**config.mk**
```make
export PLATFORM = sky130hd
export DESIGN_NAME = vreg_access_sequencer_flat
export DESIGN_NICKNAME = d
export VERILOG_FILES = /design/src/rtl/vreg_access_sequencer_pkg.sv /design/src/rtl/vreg_access_sequencer_if.sv /design/src/rtl/vreg_access_sequencer.sv /design/src/flat_wrapper.sv
export SDC_FILE = /design/constraint.sdc
export NUM_CORES = 1
export LEC_CHECK = 0
export ABC_CLOCK_PERIOD_IN_PS = 2900
export BUFFER_PORTS_ARGS = -buffer_cell sky130_fd_sc_hd__buf_2
export CAP_MARGIN = 20
export CORE_ASPECT_RATIO = 1.5
export CORE_UTILIZATION = 30
export DETAILED_ROUTE_END_ITERATION = 8
export MAX_ROUTING_LAYER = met4
export PLACE_DENSITY_LB_ADDON = 0.15
export SETUP_SLACK_MARGIN = 0.1
export SLEW_MARGIN = 20
export SYNTH_ARGS = -nofsm -noshare
export SYNTH_HDL_FRONTEND = slang
export SYNTH_SLANG_ARGS = --single-unit
export TNS_END_PERCENT = 10
```
**constraint.sdc**
```tcl
create_clock -name clk -period 2.9 [get_ports clk]
set_input_delay 0.29 -clock clk [delete_from_list [all_inputs] [get_ports clk]]
set_output_delay 0.29 -clock clk [all_outputs]
set_load 0.02 [all_outputs]
```
**src/rtl/vreg_access_sequencer_pkg.sv**
```systemverilog
// Shared vector-register crossbar types plus the sequencer's own state encoding.
package vreg_access_sequencer_pkg;

  localparam int VECTOR_REG_DEPTH  = 32;
  localparam int VECTOR_REG_WIDTH  = 32;
  localparam int NUM_OF_VECTOR_REG = 8;

  localparam int ADDR_W  = $clog2(VECTOR_REG_DEPTH);
  localparam int LEN_W   = $clog2(VECTOR_REG_DEPTH) + 1;
  localparam int OUTST_W = LEN_W;
  localparam int PTR_W   = $clog2(NUM_OF_VECTOR_REG);

  typedef enum logic {
    READ_REQ  = 1'b0,
    WRITE_REQ = 1'b1
  } access_type_t;

  typedef enum logic [1:0] {
    IDLE  = 2'd0,
    ISSUE = 2'd1,
    DRAIN = 2'd2
  } vseq_state_t;

  typedef struct packed {
    logic                        vld;
    access_type_t                access_type;
    logic [PTR_W-1:0]            vec_reg_ptr;
    logic [ADDR_W-1:0]           addr;
    logic [LEN_W-1:0]            access_length;
    logic [VECTOR_REG_WIDTH-1:0] data;
  } cntrl_req_t;

  // Element address inside one register; wraps silently past the top entry.
  function automatic logic [ADDR_W-1:0] elem_addr(input logic [ADDR_W-1:0] base,
                                                  input logic [LEN_W-1:0]  offset);
    return ADDR_W'({1'b0, base} + offset);
  endfunction

endpackage

```
**src/rtl/vreg_access_sequencer_if.sv**
```systemverilog
// One lane request port of the vector-register crossbar.
interface vreg_access_sequencer_if;
  import vreg_access_sequencer_pkg::*;

  cntrl_req_t req;
  logic       reg_req_grant;
  logic       rsp_vld;

  // Sequencer side: drives requests, sees grant and read responses.
  modport master (output req, input reg_req_grant, input rsp_vld);
  // Crossbar side.
  modport slave  (input req, output reg_req_grant, output rsp_vld);
endinterface

```
**src/rtl/vreg_access_sequencer.sv**
```systemverilog
// Turns one vector-register access command into per-element crossbar requests,
// tracks outstanding reads and pulses done when the whole access has retired.
module vreg_access_sequencer
  import vreg_access_sequencer_pkg::*;
(
  input  logic                        clk,
  input  logic                        reset,
  input  logic                        cmd_vld,
  output logic                        cmd_rdy,
  input  access_type_t                cmd_access_type,
  input  logic [PTR_W-1:0]            cmd_vec_reg_ptr,
  input  logic [ADDR_W-1:0]           cmd_base_addr,
  input  logic [LEN_W-1:0]            cmd_length,
  input  logic                        wdata_vld,
  input  logic [VECTOR_REG_WIDTH-1:0] wdata,
  output logic                        wdata_rdy,
  vreg_access_sequencer_if.master     xbar,
  output logic                        rd_elem_vld,
  output logic [LEN_W-1:0]            rd_elem_idx,
  output logic                        busy,
  output logic                        done,
  output logic                        err_rsp
);

  vseq_state_t        state_q, state_d;
  access_type_t       type_q, type_d;
  logic [PTR_W-1:0]   ptr_q, ptr_d;
  logic [ADDR_W-1:0]  base_q, base_d;
  logic [LEN_W-1:0]   len_q, len_d;
  logic [LEN_W-1:0]   issued_q, issued_d;
  logic [LEN_W-1:0]   returned_q, returned_d;
  logic [OUTST_W-1:0] outst_q, outst_d;
  logic               done_q, done_d;
  logic               err_q, err_d;

  cntrl_req_t req_c;
  logic       is_read;
  logic       grant;
  logic       rd_grant;
  logic       outst_nz;
  logic       rsp_accept;
  logic       last_grant;

  assign is_read = (type_q == READ_REQ);

  // Request is built only from registered state and the write-data source,
  // so grant/response never feed back into it within a cycle.
  always_comb begin
    req_c = '0;
    if (state_q == ISSUE) begin
      req_c.vld           = is_read ? 1'b1 : wdata_vld;
      req_c.access_type   = type_q;
      req_c.vec_reg_ptr   = ptr_q;
      req_c.addr          = elem_addr(base_q, issued_q);
      req_c.access_length = len_q - issued_q;
      req_c.data          = wdata;
    end
  end

  assign xbar.req    = req_c;
  assign grant       = req_c.vld & xbar.reg_req_grant;
  assign rd_grant    = grant & is_read;
  assign outst_nz    = (outst_q != '0);
  assign rsp_accept  = xbar.rsp_vld & outst_nz;
  assign last_grant  = grant & (issued_q == len_q - LEN_W'(1));

  assign wdata_rdy   = grant & ~is_read;
  assign rd_elem_vld = rsp_accept;
  assign rd_elem_idx = returned_q;
  assign cmd_rdy     = (state_q == IDLE);
  assign busy        = (state_q != IDLE);
  assign done        = done_q;
  assign err_rsp     = err_q;

  // Next-state, command latch and counter updates.
  always_comb begin
    // NOTE: every _d starts from its hold value so no branch can leave one unassigned and infer a latch.
    state_d    = state_q;
    type_d     = type_q;
    ptr_d      = ptr_q;
    base_d     = base_q;
    len_d      = len_q;
    done_d     = 1'b0;
    err_d      = err_q | (xbar.rsp_vld & ~outst_nz);
    issued_d   = issued_q + LEN_W'(grant);
    returned_d = returned_q + LEN_W'(rsp_accept);
    outst_d    = outst_q;
    if (rd_grant && !rsp_accept)      outst_d = outst_q + OUTST_W'(1);
    else if (!rd_grant && rsp_accept) outst_d = outst_q - OUTST_W'(1);

    unique case (state_q)
      IDLE: begin
        if (cmd_vld) begin
          type_d     = cmd_access_type;
          ptr_d      = cmd_vec_reg_ptr;
          base_d     = cmd_base_addr;
          len_d      = cmd_length;
          issued_d   = '0;
          returned_d = '0;
          if (cmd_length == '0) done_d  = 1'b1;
          else                  state_d = ISSUE;
        end
      end
      ISSUE: begin
        if (last_grant) begin
          if (!is_read || outst_d == '0) begin
            state_d = IDLE;
            done_d  = 1'b1;
          end else begin
            state_d = DRAIN;
          end
        end
      end
      DRAIN: begin
        if (outst_d == '0) begin
          state_d = IDLE;
          done_d  = 1'b1;
        end
      end
      default: state_d = IDLE;
    endcase
  end

  // State and counter registers; reset abandons any command in flight.
  always_ff @(posedge clk or negedge reset) begin
    if (!reset) begin
      state_q    <= IDLE;
      type_q     <= READ_REQ;
      ptr_q      <= '0;
      base_q     <= '0;
      len_q      <= '0;
      issued_q   <= '0;
      returned_q <= '0;
      outst_q    <= '0;
      done_q     <= 1'b0;
      err_q      <= 1'b0;
    end else begin
      // NOTE: non-blocking so every register samples pre-edge values regardless of statement order.
      state_q    <= state_d;
      type_q     <= type_d;
      ptr_q      <= ptr_d;
      base_q     <= base_d;
      len_q      <= len_d;
      issued_q   <= issued_d;
      returned_q <= returned_d;
      outst_q    <= outst_d;
      done_q     <= done_d;
      err_q      <= err_d;
    end
  end

endmodule

```
**src/flat_wrapper.sv**
```systemverilog
// flat-port wrapper written by rule: the top's interface ports become plain ports
module vreg_access_sequencer_flat import vreg_access_sequencer_pkg::*;
  (clk, reset, cmd_vld, cmd_rdy, cmd_access_type, cmd_vec_reg_ptr, cmd_base_addr, cmd_length, wdata_vld, wdata, wdata_rdy, rd_elem_vld, rd_elem_idx, busy, done, err_rsp, xbar_req, xbar_reg_req_grant, xbar_rsp_vld);
  vreg_access_sequencer_if xbar_i ();
  input  logic clk;
  input  logic reset;
  input  logic cmd_vld;
  output logic cmd_rdy;
  input  access_type_t cmd_access_type;
  input  logic [PTR_W-1:0] cmd_vec_reg_ptr;
  input  logic [ADDR_W-1:0] cmd_base_addr;
  input  logic [LEN_W-1:0] cmd_length;
  input  logic wdata_vld;
  input  logic [VECTOR_REG_WIDTH-1:0] wdata;
  output logic wdata_rdy;
  output logic rd_elem_vld;
  output logic [LEN_W-1:0] rd_elem_idx;
  output logic busy;
  output logic done;
  output logic err_rsp;
  output wire logic [$bits(xbar_i.req)-1:0] xbar_req;
  input wire logic [$bits(xbar_i.reg_req_grant)-1:0] xbar_reg_req_grant;
  input wire logic [$bits(xbar_i.rsp_vld)-1:0] xbar_rsp_vld;
  assign xbar_req = xbar_i.req;
  assign xbar_i.reg_req_grant = xbar_reg_req_grant;
  assign xbar_i.rsp_vld = xbar_rsp_vld;
  vreg_access_sequencer u_core (.clk(clk), .reset(reset), .cmd_vld(cmd_vld), .cmd_rdy(cmd_rdy), .cmd_access_type(cmd_access_type), .cmd_vec_reg_ptr(cmd_vec_reg_ptr), .cmd_base_addr(cmd_base_addr), .cmd_length(cmd_length), .wdata_vld(wdata_vld), .wdata(wdata), .wdata_rdy(wdata_rdy), .xbar(xbar_i), .rd_elem_vld(rd_elem_vld), .rd_elem_idx(rd_elem_idx), .busy(busy), .done(done), .err_rsp(err_rsp));
endmodule
```
* Word level (Yosys, flattened, before mapping)
Cells that the tools add are included.
** Word-level totals
- Register bits :: 37
- Bits of input ports :: 53
- Output and inout port bits :: 60
- Word-level logic and storage cells :: 65
** Cells by class
- $add $sub $neg :: 7
- Eq/ne operators :: 7
- Muxes and demuxes :: 20
- Bitwise logic cells :: 9
- Reductions and logical operators :: 12
** Operator list (number)
- $mux 48 :: 1
- $mux 6 :: 6
- $add 6x1->6 :: 2
- $logic_not 6->1 :: 2
- $sub 6x1->6 const B :: 2
- $mux 2 :: 5
- $add 6x1->6 const B :: 1
- $and 1x1->1 :: 6
- $eq 6x6->1 :: 1
- $mux 1 :: 6
- $pmux 2 s3 :: 1
- $reduce_bool 6->1 :: 1
- $sub 6x6->6 :: 1
- $add 5x5->5 :: 1
- $ne 2x1->1 const B :: 2
- $ne 2x2->1 const B :: 2
- $reduce_and 4->1 :: 1
- $pmux 1 s3 :: 1
- $eq 2x1->1 const B :: 1
- $eq 2x2->1 const B :: 1
- $logic_and 1x1->1 :: 2
- $logic_not 1->1 :: 2
- $logic_not 2->1 :: 1
- $not 1->1 :: 2
- other kinds (4) :: 4

* Logic depth before layout (Yosys ltp)
Gate-level depths: netlist of the first run.
- Depth in word-level cells :: 13
- Mapped depth :: 10
- Depth with buffers taken out :: 9

* Least setup slack after synthesis of the first run
Ideal clock, no wire load.
- Path type :: register to register
- Start :: register u_core.outst_q[0]
- End :: register u_core.done_q (netlist: u_core.done)
- Library setup time :: 0.076 ns
- Data arrival time :: 2.119 ns
- Required time :: 2.824 ns
- Path slack :: 0.704 ns
- Stages on the path, launching flop included :: 10
- Path buffers :: 1
- Period minus slack after synthesis :: 2.196 ns
- Path through :: dfrtp_1 > clkbuf_1 > inv_1 > ha_1 > a311oi_4 > a32oi_2 > xnor2_1 > nor4_2 > a31oi_1 > o21ai_1
** Between the ends
- Longest elaborated chain between the ends :: 10
- Elaborated cells between the ends (all ways) :: 15
- Classes of those cells :: add/sub: 2; mux: 6; bitwise: 1; reduce/logical: 6
** Ends and longest elaborated chain
- start, declared :: RTL line vreg_access_sequencer.sv:32 : logic [OUTST_W-1:0] outst_q, outst_d;
- start signal, assigned :: RTL line vreg_access_sequencer.sv:146 : outst_q <= outst_d;
- branches (longest 4 deep; another with $sub 6x1->6)
- $mux 6 * :: RTL line vreg_access_sequencer.sv:88 : if (rd_grant && !rsp_accept) outst_d = outst_q + OUTST_W'(1);
- via u_core.outst_d[4] :: RTL line vreg_access_sequencer.sv:32
- $logic_not 6->1 * :: RTL line vreg_access_sequencer.sv:106, vreg_access_sequencer.sv:115
- $logic_or 1x1->1 :: RTL line vreg_access_sequencer.sv:106 : if (!is_read || outst_d == '0) begin
- $mux 1 :: RTL line vreg_access_sequencer.sv:106
- $mux 1 :: RTL line vreg_access_sequencer.sv:105 : if (last_grant) begin
- $pmux 1 s3 * :: RTL line vreg_access_sequencer.sv:91 : unique case (state_q)
- via u_core.done_d :: RTL line vreg_access_sequencer.sv:33 : logic done_q, done_d;
- end signal, assigned :: RTL line vreg_access_sequencer.sv:147 : done_q <= done_d;
- end, declared :: RTL line vreg_access_sequencer.sv:33
Mark *: on every way through the listed nets, which the timed path passes.
A chain may end at the register's enable or synchronous reset.

* Final worst setup path of the first run
- Start :: register u_core.issued_q[1]
- End :: output port xbar_req[37]
** Between the ends
- Longest elaborated chain between the ends :: 2
** Ends and longest elaborated chain
- start, declared :: RTL line vreg_access_sequencer.sv:30 : logic [LEN_W-1:0] issued_q, issued_d;
- start signal, assigned :: RTL line vreg_access_sequencer.sv:144 : issued_q <= issued_d;
- $sub 6x6->6 :: RTL line vreg_access_sequencer.sv:55 : req_c.access_length = len_q - issued_q;
- $mux 48 :: RTL line vreg_access_sequencer.sv:50 : if (state_q == ISSUE) begin
- end, declared :: RTL line flat_wrapper.sv:21 : output wire logic [$bits(xbar_i.req)-1:0] xbar_req;
No other way between the ends.

==> flow_metrics.env, run 1 <==
export IMPL_outcome="completed"
export IMPL_antenna_found_initial=0
export IMPL_ys_ff_latch=37
export IMPL_cts_buffers=5
export IMPL_startpoint="u_core.issued_q[1]"
export IMPL_p_per_area_nw_per_um2=1220
export IMPL_finalWeightedCongestion=0.938
export IMPL_crit_family="compound AO/OA/AOI/OAI gates"
export IMPL_coreArea_um2=8360
export IMPL_syn_avg_cell_area_um2=9.55
export IMPL_netlist_top_cells_area="dfrtp_1 36%, and2_1 11%, ha_1 8.3%"
export IMPL_dr_pass1_iters=4
export IMPL_final_hold_viol_count=0
export IMPL_clock_sinks=37
export IMPL_maxCapViolations=0
export IMPL_worst_setup_path_type="reg -> out"
export IMPL_io_pin_count=113
export IMPL_grt_max_degree=40
export IMPL_synth_top_area_share_pct=36.0
export IMPL_vias=2241
export IMPL_grt_total_usage_pct=15.8
export IMPL_clk_pin_slew_ns=0.06
export IMPL_wire_per_inst_um=13.8
export IMPL_ir_drop_v=0.000725
export IMPL_post_route_period_util_pct=88.1
export IMPL_period_needed_ns=2.55
export IMPL_synth_edf_count=0
export IMPL_wl_met1_um=2990
export IMPL_critPathBufInv=2
export IMPL_cts_repair_resized=0
export IMPL_syn_nets=341
export IMPL_synthesis_area_um2=2570
export IMPL_crit_slowest_cell="dfrtp_1"
export IMPL_critPathRequiredTime_ns=2.61
export IMPL_initial_utilization_pct=30.7
export IMPL_crit_path_max_fanout=6
export IMPL_wl_met3_um=172
export IMPL_drtIter0Drc=104
export IMPL_synthCells=269
export IMPL_die_h_um=115
export IMPL_r2r_start="u_core.outst_q[0]"
export IMPL_remaining_drc_errors=0
export IMPL_async_flop_share_pct=100
export IMPL_final_core_utilization_pct=41.0
export IMPL_dp_hpwl_um=5380
export IMPL_relSlewSlack_pct=41.2
export IMPL_synthSimpleGateAreaFrac_pct=24.9
export IMPL_htreeDepth=2
export IMPL_num_rows=41
export IMPL_cts_hold_buf=0
export IMPL_final_layout_size_suffix_gt1_share_pct=37.6
export IMPL_critical_path_startpoint_type="flip-flop"
export IMPL_clockBufferDepth=2
export IMPL_path_cells="inv_1, ha_1, a21o_1, a21o_1, a21o_1, a21oi_1, xor2_1, nor2_1, buf_2"
export IMPL_synth_most_common_cell="and2_1"
export IMPL_cts_root_buf="clkbuf_16"
export IMPL_tns_ns=0
export IMPL_place_inst=482
export IMPL_cts_tree="yes"
export IMPL_cp_arrival_ns=2.26
export IMPL_rsz0062_at_grt="false"
export IMPL_finish_net_count=454
export IMPL_synth_top_cell_by_area="dfrtp_1"
export IMPL_grt_pass1_wl_um=10600
export IMPL_total_leakage_power_nw=1.70
export IMPL_synth_compound_area_share_pct=9.99
export IMPL_synth_xor_area_share_pct=9.21
export IMPL_finalNonFillerCells=490
export IMPL_grt_ovfl_total=0
export IMPL_dieArea_um2=8940
export IMPL_synthAdderAreaFrac_pct=9.84
export IMPL_wl_met2_um=3430
export IMPL_num_antenna_cells=0
export IMPL_wl_um=6750
export IMPL_crit_top_cell="a21o_1"
export IMPL_slowest_delay_ns=0.48
export IMPL_grt_pass1_vias=2158
export IMPL_port_buffers=112
export IMPL_slew_violations=0
export IMPL_routed_top_layer="met4"
export IMPL_insertion_delay_ns=0.28
export IMPL_setup_violations_final=0
export IMPL_hold_class="in -> async"
export IMPL_via_per_inst=4.57
export IMPL_yosys_warnings=0
export IMPL_ys_types=43
export IMPL_synth_ff_type="dfrtp_1"
export IMPL_tightestPinTransition_ns=0.881
export IMPL_dieWidth_um=77.6
export IMPL_fmax_mhz=391
export IMPL_cts_setup_buffers=0
export IMPL_seq_area_frac_synth_pct=36.0
export IMPL_area_delta_synth_final_pct=33.6
export IMPL_synth_top_family_by_area="simple AND/OR/NAND/NOR gates"
export IMPL_cp_end_kind="output port"
export IMPL_drtAntennaViolNets=0
export IMPL_yosys_top_cells_count="46 x and2_1, 37 x dfrtp_1, 29 x nor2_1"
export IMPL_yosys_mux_area_fraction_pct=6.48
export IMPL_skew_ns=0.00493
## placed cells by master, fill, tap and decap left out, types with 2 or more instances in the layout
cell type and instances:
mux2i_1 2, o21ai_0 4, xor2_1 8, a31oi_1 2
nand2b_1 2, inv_1 15, nand2_1 13, nor2_1 28
fa_1 2, nor3_1 6, and2_1 46, nand3_1 7
dfrtp_1 37, xnor2_1 19, buf_2 112, buf_4 3
clkbuf_16 5, ha_1 17, a21o_1 7, a21oi_1 6
and3_1 3, mux2_2 13
## cell type report
class | instances | area, um^2
clock buffer | 6 | 139
clock inverter | 2 | 37.5
fill | 861 | 4930
inverter | 15 | 56.3
multi-input combinational | 208 | 1560
sequential | 37 | 926
tap | 107 | 134
timing repair buffer | 115 | 583
## routing by layer
layer	global-route usage, %	vias to the layer above
li1	-	1130
met1	18.7	1053
met2	26.5	46
met3	2.22	12
met4	6.92	0
met5	-	-
## power by group
group / total (mW) / switching [mW] / internal [mW]
combinational: 2.53 / 1.46 / 1.07
sequential: 1.02 / 0.277 / 0.743
clock: 0.638 / 0.209 / 0.429
total: 4.19 / 1.95 / 2.24
## state kept, by name, summed over array words and instances (netlist names)
| name | cells |
|---|---|
| u_core.outst_q | 6 |
| u_core.ptr_q | 3 |
| u_core.done | 1 |
| u_core.base_q | 5 |
| u_core.type_q | 1 |
| u_core.issued_q | 6 |
| u_core.rd_elem_idx | 6 |
| u_core.state_q | 2 |
| u_core.err_rsp | 1 |
| u_core.len_q | 6 |
## final timing paths
path                            slack (ns)  cells after the start                     to
worst max-delay path                  0.35                      9           xbar_req[37]
worst min-delay path                  0.13                      1        u_core.ptr_q[2]
worst max register to register        0.56                      8            u_core.done
worst min register to register        0.46                      1         u_core.err_rsp
max in group asynchronous             2.22                      1  u_core.rd_elem_idx[4]
min in group clk                      0.24                      2       u_core.base_q[4]
## cell families (layout without fill, tap and decap cells)
kind of cell | count (synthesis) | after routing
DFF | 37 | 37
buffers and inverters | 24 | 138
AOI/OAI and AO/OA | 31 | 31
adders and majority gates | 19 | 19
muxes | 15 | 15
xor gates and xnor gates | 27 | 27
and+or+nand+nor | 116 | 116
## stage by stage
step                      power, mW  hold slack [ns]  area (um^2)  worst slack, ns
after global placement         3.57            0.442         3250            0.649
after floorplan                2.83         -0.00559         2570            0.704
after detailed placement       3.58            0.457         3250            0.572
final                          4.19            0.130         3430            0.345
after CTS                      4.24            0.158         3430            0.326
after global routing           4.56            0.192         3430            0.150
Note: power is estimated with default switching activity, not from simulation.
==> run 2, diff against run 1 <==
- CORE_UTILIZATION: 30 -> 48
==> flow_metrics.env, run 2 (synthesized netlist as in run 1, its figures left out) <==
export IMPL_outcome="completed"
export IMPL_grt_total_usage_pct=24.2
export IMPL_setup_violations_final=0
export IMPL_finish_net_count=454
export IMPL_dr_pass1_iters=5
export IMPL_startpoint="u_core.issued_q[1]"
export IMPL_cts_tree="yes"
export IMPL_wl_um=6190
export IMPL_drtIter0Drc=76
export IMPL_antenna_found_initial=0
export IMPL_final_core_utilization_pct=64.3
export IMPL_cts_buffers=5
export IMPL_r2r_start="u_core.outst_q[0]"
export IMPL_fmax_mhz=386
export IMPL_drtAntennaViolNets=0
export IMPL_grt_max_degree=40
export IMPL_final_layout_size_suffix_gt1_share_pct=37.3
export IMPL_grt_pass1_wl_um=9890
export IMPL_critPathRequiredTime_ns=2.61
export IMPL_fin_ws_ns=0.309
export IMPL_final_common_cell="buf_2"
export IMPL_die_h_um=91.6
export IMPL_cp_arrival_ns=2.30
export IMPL_area_delta_synth_final_pct=29.4
export IMPL_remaining_drc_errors=0
export IMPL_slew_violations=0
export IMPL_fillers=461
export IMPL_cts_repair_resized=0
export IMPL_cts_root_buf="clkbuf_8"
export IMPL_dieWidth_um=61.7
export IMPL_tightestPinTransition_ns=0.833
export IMPL_dp_hpwl_um=4830
export IMPL_dieArea_um2=5650
export IMPL_wire_per_inst_um=13.7
export IMPL_relSlewSlack_pct=44.5
export IMPL_cp_end_kind="output port"
export IMPL_initial_utilization_pct=49.7
export IMPL_final_cell_mix="112 x buf_2, 46 x and2_1, 37 x dfrtp_1"
export IMPL_htreeDepth=2
export IMPL_ir_drop_v=0.000552
export IMPL_cts_hold_buf=0
export IMPL_final_hold_viol_count=0
export IMPL_place_ws_ns=0.588
export IMPL_hold_class="in -> async"
export IMPL_stdcell_area_um2=3320
export IMPL_period_needed_ns=2.59
export IMPL_maxCapViolations=0
export IMPL_grt_pass1_vias=2250
export IMPL_clk_pin_slew_ns=0.08
export IMPL_clock_sinks=37
export IMPL_clockBufferDepth=2
export IMPL_via_per_inst=5.10
export IMPL_critical_path_startpoint_type="flip-flop"
export IMPL_rsz0062_at_grt="false"
export IMPL_io_pin_count=113
export IMPL_insertion_delay_ns=0.29
export IMPL_grt_ovfl_total=0
export IMPL_placed_area_um2=3200
export IMPL_crit_path_max_fanout=6
export IMPL_num_antenna_cells=0
export IMPL_worst_setup_path_type="reg -> out"
export IMPL_vias=2298
export IMPL_coreArea_um2=5160
export IMPL_finalWeightedCongestion=0.942
export IMPL_cts_setup_buffers=0
export IMPL_tns_ns=0
export IMPL_num_rows=32
export IMPL_p_per_area_nw_per_um2=1200
export IMPL_post_route_period_util_pct=89.3
export IMPL_skew_ns=0.0110
export IMPL_total_leakage_power_nw=1.68
export IMPL_port_buffers=112
-- run 2: cell count changes in the layout (fill, tap and decap cells not counted) --
cell / previous run / this run
nor2_1: 28 / 29
clkbuf_16: 5 / 0
clkbuf_8: 1 / 6
nor2_2: 1 / 0
-- run 2: critical path: stages (launching register included) --
cell     delay [ns]
dfrtp_1        0.49
inv_1          0.13
ha_1           0.32
a21o_1         0.16
a21o_1         0.19
a21o_1         0.18
a21oi_1        0.16
xor2_1         0.15
nor2_1         0.05
buf_2          0.17
-- run 2: power breakdown --
part | internal [mW] | switching, mW | total [mW]
Clock | 0.280 | 0.194 | 0.473
Sequential | 0.741 | 0.277 | 1.02
Combinational | 1.06 | 1.44 | 2.51
-- run 2: metal layers --
metal / global-route usage (%) / share of wire [%]
met3: 2.99 / 3.9
met2: 39.6 / 53
met4: 10.6 / 2.7
met5: - / 0
met1: 28.7 / 41
-- run 2: path summary, 6_finish.rpt --
kind / end / slack, ns / cells after the start
max reg2reg: u_core.done / 0.56 / 8
max: xbar_req[37] / 0.31 / 9
max in group asynchronous: u_core.ptr_q[0] / 2.27 / 1
min reg2reg: u_core.err_rsp / 0.46 / 1
min: u_core.rd_elem_idx[0] / 0.09 / 1
min in group clk: u_core.base_q[0] / 0.22 / 2
-- run 2: through the flow --
step | hold slack [ns] | total power, mW | cells
2_1_floorplan | -0.00559 | 2.83 | 269
4_1_cts | 0.117 | 4.02 | 451
3_3_place_gp | 0.424 | 3.48 | 443
6_report | 0.0920 | 4.00 | 451
3_5_place_dp | 0.437 | 3.54 | 443
5_1_grt | 0.157 | 4.36 | 451
-- run 2: area by class of cell --
cell class	instances	area [um^2]	area share, %
inverters	15	56.3	1.69
well taps	68	85.1	2.56
repair buffers	115	583	17.5
flip-flops and latches	37	926	27.9
multi-input cells	208	1550	46.7
clock inverters	2	37.5	1.13
clock buffers	6	82.6	2.48
==> run 3, diff against run 2 <==
- PLACE_DENSITY: unset -> 0.81
- PLACE_DENSITY_LB_ADDON: 0.15 -> unset
==> flow_metrics.env, run 3 (synthesized netlist as in run 1, its figures left out) <==
export IMPL_multi_input_area_um2=1550
export IMPL_clock_sinks=37
export IMPL_crit_slowest_cell="dfrtp_1"
export IMPL_relSlewSlack_pct=43.9
export IMPL_skew_ns=0.00935
export IMPL_final_common_cell="buf_2"
export IMPL_port_buffers=112
export IMPL_initial_utilization_pct=49.7
export IMPL_htreeDepth=2
export IMPL_cts_hold_buf=0
export IMPL_clk_pin_slew_ns=0.08
export IMPL_fmax_mhz=389
export IMPL_cts_buffers=5
export IMPL_cp_end_kind="output port"
export IMPL_grt_ovfl_total=0
export IMPL_cts_root_buf="clkbuf_8"
export IMPL_worst_setup_path_type="reg -> out"
export IMPL_insertion_delay_ns=0.30
export IMPL_num_rows=32
export IMPL_dieWidth_um=61.7
export IMPL_reg2reg_slack_ns=0.55
export IMPL_cts_repair_resized=0
export IMPL_rsz0062_at_grt="false"
export IMPL_final_cell_mix="112 x buf_2, 46 x and2_1, 37 x dfrtp_1"
export IMPL_grt_pass1_wl_um=9780
export IMPL_vias=2286
export IMPL_grt_max_degree=40
export IMPL_grt_pass1_vias=2098
export IMPL_cts_setup_buffers=0
export IMPL_dr_pass1_iters=4
export IMPL_coreArea_um2=5160
export IMPL_critPathRequiredTime_ns=2.61
export IMPL_post_route_period_util_pct=88.7
export IMPL_p_per_area_nw_per_um2=1200
export IMPL_period_needed_ns=2.57
export IMPL_tns_ns=0
export IMPL_ir_drop_v=0.000566
export IMPL_area_delta_synth_final_pct=29.2
export IMPL_hold_class="in -> async"
export IMPL_outcome="completed"
export IMPL_finalNonFillerCells=451
export IMPL_crit_top_cell="a21o_1"
export IMPL_fillers=450
export IMPL_slowest_delay_ns=0.50
export IMPL_io_pin_count=113
export IMPL_num_antenna_cells=0
export IMPL_cp_arrival_ns=2.28
export IMPL_via_per_inst=5.07
export IMPL_maxCapViolations=0
export IMPL_dp_hpwl_um=5020
export IMPL_setup_violations_final=0
export IMPL_final_hold_viol_count=0
export IMPL_wl_um=6360
export IMPL_finalHoldWorstSlack_ns=0.0944
export IMPL_ff_latch_area_um2=926
export IMPL_place_inst=443
export IMPL_dieArea_um2=5650
export IMPL_finalWeightedCongestion=0.835
export IMPL_drtIter0Drc=103
export IMPL_antenna_found_initial=0
export IMPL_drtAntennaViolNets=0
export IMPL_slew_violations=0
export IMPL_path_cells="inv_1, ha_1, a21o_1, a21o_1, a21o_1, a21oi_1, xor2_1, nor2_1, buf_2"
export IMPL_cts_tree="yes"
export IMPL_tightestPinTransition_ns=0.841
export IMPL_remaining_drc_errors=0
export IMPL_grt_total_usage_pct=23.8
export IMPL_die_h_um=91.6
export IMPL_final_layout_size_suffix_gt1_share_pct=37.3
export IMPL_critical_path_startpoint_type="flip-flop"
export IMPL_crit_path_max_fanout=6
export IMPL_wire_per_inst_um=14.1
export IMPL_finish_net_count=454
export IMPL_clockBufferDepth=2
export IMPL_total_leakage_power_nw=1.67
==> run 3: cell types whose count changed in the layout (fill, tap and decap cells not counted), sizes merged <==
cell,change
clkbuf,-1
clkinv,+1
==> run 3: per-layer routing <==
metal,track usage [%],wire (um),vias up
met3,4.27,269,12
met5,-,0,-
met2,39.2,3320,73
li1,-,-,1131
met1,28.3,2640,1070
met4,8.15,139,0
==> run 3: worst max-delay path: cells and delay by family, from the launching register on <==
| family | cells | cell delay, ns |
|---|---|---|
| compound gates | 4 | 0.68 |
| flops | 1 | 0.50 |
| buf+inv | 2 | 0.30 |
| fa+ha+maj | 1 | 0.30 |
| xor+xnor | 1 | 0.16 |
| simple gates | 1 | 0.05 |
==> run 3: report_power, final <==
part,internal [mW],total (mW),switching (mW)
Sequential,0.741,1.02,0.278
Clock,0.257,0.457,0.199
Combinational,1.06,2.52,1.46
Total,2.06,3.99,1.94
==> run 3: area by class of cell <==
| cell class | count | share of cell area, % |
|---|---|---|
| repair buffers | 115 | 17.6 |
| multi-input cells | 208 | 46.8 |
| flip-flops and latches | 37 | 27.9 |
| clock buffers | 5 | 2.07 |
| clock inverters | 3 | 1.40 |
| inverters | 15 | 1.70 |
| well taps | 68 | 2.56 |
==> run 3: through the flow <==
step           setup slack [ns]  power (mW)  utilization, %  cell area, um^2
6_report                  0.329        3.99            64.2             3320
3_5_place_dp              0.544        3.56            62.0             3200
4_1_cts                   0.307        4.03            64.2             3320
2_1_floorplan             0.704        2.83               -             2570
5_1_grt                   0.179        4.36            64.2             3320
3_3_place_gp              0.665        3.49            62.0             3200
==> run 3: path summary, 6_finish.rpt <==
path                                 endpoint                from  cells past startpoint
max                              xbar_req[37]  u_core.issued_q[1]                      9
min                        u_core.issued_q[4]               reset                      1
max reg2reg                       u_core.done   u_core.outst_q[0]                      8
min reg2reg                    u_core.err_rsp      u_core.err_rsp                      1
max in group asynchronous  u_core.issued_q[5]               reset                      1
min in group clk              u_core.ptr_q[1]  cmd_vec_reg_ptr[1]                      2
